===== config.mk =====
export PLATFORM = sky130hd
export DESIGN_NAME = phase_accumulator
export DESIGN_NICKNAME = d
export VERILOG_FILES = /design/src/rtl/phase_accumulator.sv
export SDC_FILE = /design/constraint.sdc
export NUM_CORES = 1
export LEC_CHECK = 0
export BUFFER_PORTS_ARGS = -buffer_cell sky130_fd_sc_hd__buf_2
export CORE_MARGIN = 5
export CORE_UTILIZATION = 40
export CTS_CLUSTER_DIAMETER = 120
export CTS_CLUSTER_SIZE = 10
export DETAILED_ROUTE_END_ITERATION = 6
export PLACE_DENSITY_LB_ADDON = 0.1
export SYNTH_ARGS = -nofsm -noshare
export SYNTH_HDL_FRONTEND = slang
export SYNTH_SLANG_ARGS = --single-unit

===== constraint.sdc =====
create_clock -name clk -period 11.55 [get_ports clk]
set_input_delay 0.5775 -clock clk [delete_from_list [all_inputs] [get_ports clk]]
set_output_delay 0.5775 -clock clk [all_outputs]
set_load 0.05 [all_outputs]

===== src/rtl/phase_accumulator.sv =====
// Per-operator NCO phase accumulator for the time-multiplexed OPL3 operator
// pipeline. Each accepted slot reads its accumulator (p0), adds the phase
// increment and writes it back (p1), and presents the modulated pre-increment
// phase index (p2). Storage is zeroed one entry per cycle after reset.
module phase_accumulator #(
  parameter int PHASE_ACC_WIDTH = 20,
  parameter int PHASE_OUT_WIDTH = 10,
  parameter int NUM_BANKS       = 2,
  parameter int NUM_OPS         = 18
) (
  input  logic                       clk,
  input  logic                       reset,
  input  logic                       in_valid,
  input  logic                       bank_num,
  input  logic [4:0]                 op_num,
  input  logic [PHASE_ACC_WIDTH-1:0] phase_inc,
  input  logic                       restart,
  input  logic [PHASE_OUT_WIDTH-1:0] mod,
  output logic                       busy,
  output logic                       out_valid,
  output logic                       out_bank_num,
  output logic [4:0]                 out_op_num,
  output logic [PHASE_OUT_WIDTH-1:0] phase_out
);

  localparam int NUM_SLOTS = NUM_BANKS * NUM_OPS;
  localparam int IDX_W     = $clog2(NUM_SLOTS);

  typedef enum logic {ST_CLEAR, ST_RUN} state_t;

  // Control state
  state_t             state_q;
  logic [IDX_W-1:0]   clr_idx_q;
  logic               busy_q;

  // Accumulator storage (one entry per operator slot)
  logic [PHASE_ACC_WIDTH-1:0] acc_mem [NUM_SLOTS];
  logic [PHASE_ACC_WIDTH-1:0] rd_data_q;

  // p1 stage registers
  logic                       p1_valid_q;
  logic [IDX_W-1:0]           p1_idx_q;
  logic                       p1_bank_q;
  logic [4:0]                 p1_op_q;
  logic [PHASE_ACC_WIDTH-1:0] p1_inc_q;
  logic                       p1_restart_q;
  logic [PHASE_OUT_WIDTH-1:0] p1_mod_q;
  logic                       fwd_q;
  logic [PHASE_ACC_WIDTH-1:0] fwd_data_q;

  // p2 / output registers
  logic                       out_valid_q;
  logic                       out_bank_q;
  logic [4:0]                 out_op_q;
  logic [PHASE_OUT_WIDTH-1:0] phase_out_q;

  // Combinational next-state values
  logic                       op_ok_d;
  logic [IDX_W-1:0]           in_idx_d;
  logic [IDX_W-1:0]           rd_addr_d;
  logic                       accept_d;
  logic                       fwd_d;
  logic [PHASE_ACC_WIDTH-1:0] old_acc_d;
  logic [PHASE_ACC_WIDTH-1:0] eff_d;
  logic [PHASE_ACC_WIDTH-1:0] sum_d;
  logic [PHASE_OUT_WIDTH-1:0] phase_d;
  logic                       wr_en_d;
  logic [IDX_W-1:0]           wr_addr_d;
  logic [PHASE_ACC_WIDTH-1:0] wr_data_d;

  // Slot decode, acceptance and same-slot forwarding detection at p0
  always_comb begin
    op_ok_d   = (int'(op_num) < NUM_OPS);
    in_idx_d  = (bank_num ? IDX_W'(NUM_OPS) : '0) + IDX_W'(op_num);
    rd_addr_d = op_ok_d ? in_idx_d : '0;
    accept_d  = in_valid && (state_q == ST_RUN) && op_ok_d;
    // Back-to-back visit to the same slot: storage has not seen the p1
    // write yet, so the p0 read must take the value being written.
    fwd_d     = accept_d && p1_valid_q && (p1_idx_q == in_idx_d);
  end

  // p1 arithmetic: pick the old phase, apply key-on restart, integrate
  always_comb begin
    old_acc_d = fwd_q ? fwd_data_q : rd_data_q;
    eff_d     = p1_restart_q ? '0 : old_acc_d;
    sum_d     = eff_d + p1_inc_q;
    phase_d   = eff_d[PHASE_ACC_WIDTH-1 -: PHASE_OUT_WIDTH] + p1_mod_q;
  end

  // Single write port shared by the clear sweep and the p1 write-back
  always_comb begin
    wr_en_d   = (state_q == ST_CLEAR) || p1_valid_q;
    wr_addr_d = (state_q == ST_CLEAR) ? clr_idx_q : p1_idx_q;
    wr_data_d = (state_q == ST_CLEAR) ? '0 : sum_d;
  end

  // Clear/run controller: one zero write per cycle, then run
  always_ff @(posedge clk) begin
    if (reset) begin
      state_q   <= ST_CLEAR;
      clr_idx_q <= '0;
      busy_q    <= 1'b1;
    end else if (state_q == ST_CLEAR) begin
      if (clr_idx_q == IDX_W'(NUM_SLOTS - 1)) begin
        state_q   <= ST_RUN;
        clr_idx_q <= '0;
        busy_q    <= 1'b0;
      end else begin
        clr_idx_q <= clr_idx_q + IDX_W'(1);
      end
    end
  end

  // Accumulator storage write port
  always_ff @(posedge clk) begin
    if (wr_en_d) begin
      acc_mem[wr_addr_d] <= wr_data_d;
    end
  end

  // Accumulator storage registered read port
  always_ff @(posedge clk) begin
    rd_data_q <= acc_mem[rd_addr_d];
  end

  // p0 -> p1 slot registers
  always_ff @(posedge clk) begin
    if (reset) begin
      p1_valid_q <= 1'b0;
      fwd_q      <= 1'b0;
    end else begin
      p1_valid_q <= accept_d;
      fwd_q      <= fwd_d;
    end
    fwd_data_q   <= sum_d;
    p1_idx_q     <= in_idx_d;
    p1_bank_q    <= bank_num;
    p1_op_q      <= op_num;
    p1_inc_q     <= phase_inc;
    p1_restart_q <= restart;
    p1_mod_q     <= mod;
  end

  // p1 -> p2 output registers
  always_ff @(posedge clk) begin
    if (reset) begin
      out_valid_q <= 1'b0;
      out_bank_q  <= 1'b0;
      out_op_q    <= '0;
      phase_out_q <= '0;
    end else begin
      out_valid_q <= p1_valid_q;
      if (p1_valid_q) begin
        out_bank_q  <= p1_bank_q;
        out_op_q    <= p1_op_q;
        phase_out_q <= phase_d;
      end
    end
  end

  assign busy         = busy_q;
  assign out_valid    = out_valid_q;
  assign out_bank_num = out_bank_q;
  assign out_op_num   = out_op_q;
  assign phase_out    = phase_out_q;

endmodule


== Word level (Yosys, flattened, before mapping) ==
Memory sizes are Yosys's and may differ from the RTL's. A register that Yosys moved wholly into a read port is not among the register bits.
Index checks and enable logic that the tools add are counted.
Word-level totals
  input bits: 40
  memories: 1
  word-level logic and storage cells: 42
  bits in registers: 90
  RAM bits: 720
  output and inout bits: 18
Operators by class
  bitwise gates (word level): 1
  reduce and logical (&&, ||, !) cells: 6
  eq/ne operators: 2
  muxes and demuxes: 11
  $lt $le $gt $ge: 1
  $add $sub $neg: 4
Memories
  acc_mem: words 36, width 20, read ports 1, clocked after Yosys merged registers in 1, write ports 1, line 37  | logic [PHASE_ACC_WIDTH-1:0] acc_mem [NUM_SLOTS];
Operator list (number)
  $mux 20: 3
  $add 20x20->20: 1
  $mux 6: 3
  $add 10x10->10: 1
  $add 5x5->6: 1
  $add 6x1->6 const B: 1
  $eq 6x6->1: 1
  $eq 6x6->1 const B: 1
  $lt 5x5->1 const B: 1
  $mux 5: 1
  $logic_and 1x1->1: 4
  $mux 1: 4
  $reduce_and 2->1: 1
  $logic_or 1x1->1: 1
  $not 1->1: 1

== Longest topological paths before layout ==
  word-level depth: 4
  depth in mapped cells: 14
  gate-level depth less buffers: 12

== Worst setup path before layout ==
Ideal clock, no wire load.
  path type: reg2reg
  start: register fwd_q
  end: memory acc_mem[0][18] (data pin)
  cell stages (with the launch flop): 15
  slack: 6.971 ns
  required time: 11.143 ns
  library setup time: 0.407 ns
  clock period less this slack: 4.579 ns
  buffers on the path: 2
  arrival time: 4.172 ns
  path through: dfxtp_1 > buf_1 > buf_2 > mux2i_1 > nor2_1 > ha_1 > inv_1 > fa_1 > nor2b_4 > o31a_4 > o221ai_4 > a21oi_1 > o21bai_1 > a221oi_2 > mux2i_1
Between the ends
  word-level cells in the longest chain between the ends: 4
Ends and longest elaborated chain
  start, declared: line 48  | logic fwd_q;
  start signal, assigned: line 133  | fwd_q <= fwd_d;
  $mux 20: line 84  | old_acc_d = fwd_q ? fwd_data_q : rd_data_q;
  $mux 20: line 85  | eff_d = p1_restart_q ? '0 : old_acc_d;
  $add 20x20->20: line 86  | sum_d = eff_d + p1_inc_q;
  $mux 20: line 94  | wr_data_d = (state_q == ST_CLEAR) ? '0 : sum_d;
  named net wr_data_d[18]: line 69  | logic [PHASE_ACC_WIDTH-1:0] wr_data_d;
  end, declared: line 37
The timed path passes the listed nets, and every way through them passes these cells.

== Final worst setup path ==
  start: register p1_restart_q
  end: memory acc_mem[20][18] (data pin)
Between the ends
  word-level cells in the longest chain between the ends: 3
Ends and longest elaborated chain
  start, declared: line 46  | logic p1_restart_q;
  start signal, assigned: line 140  | p1_restart_q <= restart;
  $mux 20: line 85
  $add 20x20->20: line 86
  $mux 20: line 94
  named net wr_data_d[18]: line 69
The timed path passes the listed nets, and every way through them passes these cells.

==> flow_summary.yaml <==
status:
  status: "complete, no violations"
sta:
  period_share_pct: 37.0
  rsz0062_at_grt: "false"
  fmax_ghz: 0.234
  fin_crit_ns: 4.27
  finalSetupTns_ns: 0
  final_max_slew_viol_count: 0
  slew_headroom_pct: 7.39
  worst_clock_skew_ns: 0.0221
  finalSetupViolations: 0
  hold_viol: 0
  tightest_slew_ns: 1.39
  whs_ns: 0.0413
yosys:
  synth_flop_cell: "edfxtp_1"
  syn_avg_cell_area_sq_um: 15.2
  synth_top_cell_by_area: "edfxtp_1"
  synth.net_count: 2271
  syn_area_sq_um: 33300
  yosysSeqAreaShare_pct: 71.4
  synth_area_leaders: "edfxtp_1 (65%), dfxtp_1 (6.5%), mux2i_1 (6.2%)"
  async_flop_share_pct: 0
  synthCells: 2197
  ys_ff_latch: 829
  yosysWarnings: 0
  synth_edf_count: 720
  netlist.area_leader.share_pct: 64.9
  yosysUniqueCellTypes: 59
grt:
  antenna_found_initial: 3
  gr-usage-all-layers_pct: 21.0
  grt_max_degree: 123
  grt_overflow: 0
  grt_first_pass_wirelength_microns: 137000
  grt_pass1_vias: 19504
cts:
  cts.sinks: 829
  cts_buffers: 92
  clk_pin_slew_ns: 0.06
  cts_root_buffer: "clkbuf_16"
  cts_setup_buffers: 0
  cts_tree: "built"
  clk_latency_ns: 0.64
  hold_buffers: 0
  htree_levels: 3
  clockBufferDepth: 3
  postCtsResizedCells: 0
critical_path:
  worstPathMaxFanout: 36
  crit_type: "reg2reg"
  worstSetupEndpointType: "register"
  slowest_delay_ns: 0.95
  worstPathRequired_ns: 11.82
  worstPathArrival_ns: 4.54
  crit_chain: "nor2_1 > ha_1 > inv_1 > fa_1 > nor2b_4 > o31a_4 > o221ai_4 > a21oi_1 > o21bai_1 > a221oi_2 > mux2i_4"
  slowest_stage: "mux2i_4"
  critical_path_buf_inv_count: 1
  start_kind: "register"
  crit_family: "compound AO/OA/AOI/OAI gates"
  ff2ff_setup_slack_ns: 7.28
power_and_ir_drop:
  power.internal_uw: 4980
  leakage_uw: 0.0127
  power.switching_uw: 1540
  power.sequential.fraction_pct: 51.4
  power_density_nw_per_um2: 173
  switching_share_pct: 23.7
  combPwrFrac_pct: 8.6
  ir_worst_vdd_mv: 0.124
  clkPwrFrac_pct: 39.9
run:
  cap_violations: 0
placed_design:
  place_congestion: 0.838
  hpwlAfterDp_microns: 53700
  placed_area_sq_um: 35000
  port_buffers: 57
floorplanning:
  die_h_microns: 299
  core_sq_um: 82400
  die_x_microns: 299
  rows: 105
  dieArea_sq_um: 89200
  num_io_pins: 58
  start_util_pct: 40.5
final_layout:
  drive_gt1_share_pct: 16.3
  final_cell_area_sq_um: 37600
  nets: 2347
  final_common_cell: "edfxtp_1"
  multi_input_area_sq_um: 9090
  mostFrequentLayoutCells: "edfxtp_1 (720), nand2_1 (249), mux2i_1 (206)"
  seq_area_sq_um: 23800
  num-fill-cells: 7191
  area_growth_pct: 12.8
  diodes: 0
drt:
  ant_nets: 0
  first_iter_violations: 1505
  routed_wl_microns: 95200
  wire_per_inst_microns: 28.1
  drc: 0
  dr.pass1.iters: 7
  via_per_inst: 5.70
  vias: 19330
min_path:
  hp-class: "in2reg"
power by group through the flow:
stage / Sequential [uW] / Clock (uW) / Combinational [uW]
final: 3350 / 2600 / 563
after global routing: 3360 / 2790 / 611
after CTS: 3350 / 2660 / 568
after detailed placement: 3410 / 0 / 566
after global placement: 3410 / 0 / 561
after floorplan: 3370 / 0 / 387
synthesized netlist by cell type, drive strengths merged, types with 5 or more instances:
cell	instances
a221oi	60
mux2	80
xor2	14
o21bai	7
nand2	252
mux2i	208
dfxtp	109
buf	70
nor2	93
edfxtp	720
nor3	22
ha	32
a221o	39
nand3	7
clkbuf	61
o22ai	21
inv	18
o41ai	20
o21ai	92
nor3b	20
a21oi	49
a21o	15
a31oi	85
xnor2	24
nand2b	6
and2	22
and3	5
registers in the layout, summed over array words and instances, names as in the netlist, 6 cells and up:
name        cells
phase_out      10
acc_mem       720
p1_inc_q       20
rd_data_q      20
p1_mod_q       10
fwd_data_q     20
clr_idx_q       6
final timing paths:
check | from | to | cells after the start
worst max register to register | p1_restart_q$_DFF_P_ | acc_mem[20][18]$_DFFE_PP_ | 11
worst max-delay path | p1_restart_q$_DFF_P_ | acc_mem[20][18]$_DFFE_PP_ | 11
worst min-delay path | phase_inc[14] | p1_inc_q[14]$_DFF_P_ | 1
worst min register to register | p1_op_q[3]$_DFF_P_ | out_op_num[3]$_SDFFE_PP0P_ | 2
kinds of logic after synthesis:
group,after synthesis,share of synthesized area (%)
AO/OA/AOI/OAI,411,9.13
buffers and inverters,149,2.10
adder cells (fa/ha/maj),34,1.32
AND/OR/NAND/NOR,444,5.81
flip-flops,829,71.4
multiplexers,292,9.22
XOR/XNOR,38,0.999
layer usage:
metal  wire length [microns]  up-vias  GRT usage (%)
met5                       0        -              0
met4                    3750        0           8.45
met3                    6630      150           5.01
met2                   44100      590           33.7
met1                   40700     9948           27.7
li1                        -     8642              -
per-stage QoR:
step                      util [%]  std cells  power, uW  setup WS, ns
after floorplan                  -       2197       3760          6.97
after global placement        42.5       3249       3970          7.06
after detailed placement      42.5       3249       3980          6.93
after CTS                     45.6       3390       6580          7.23
after global routing          45.6       3390       6760          7.04
final                         45.6       3390       6520          7.28
layout make-up:
class,instances,share of cell area [%]
Sequential cell,829,63.3
Multi-Input combinational cell,1219,24.2
Clock buffer,137,6.69
Tap cell,1070,3.56
Timing Repair Buffer,113,1.94
Inverter,18,0.180
Clock inverter,4,0.143
worst register-to-register path: cells and delay by family (launching register included):
family	cells	cell delay, ns
fa+ha+maj	2	0.48
buf+inv	1	0.08
mux	1	0.95
flops	1	0.89
simple gates	2	0.19
compound gates	5	1.30
Note: power is estimated with default switching activity, not from simulation.
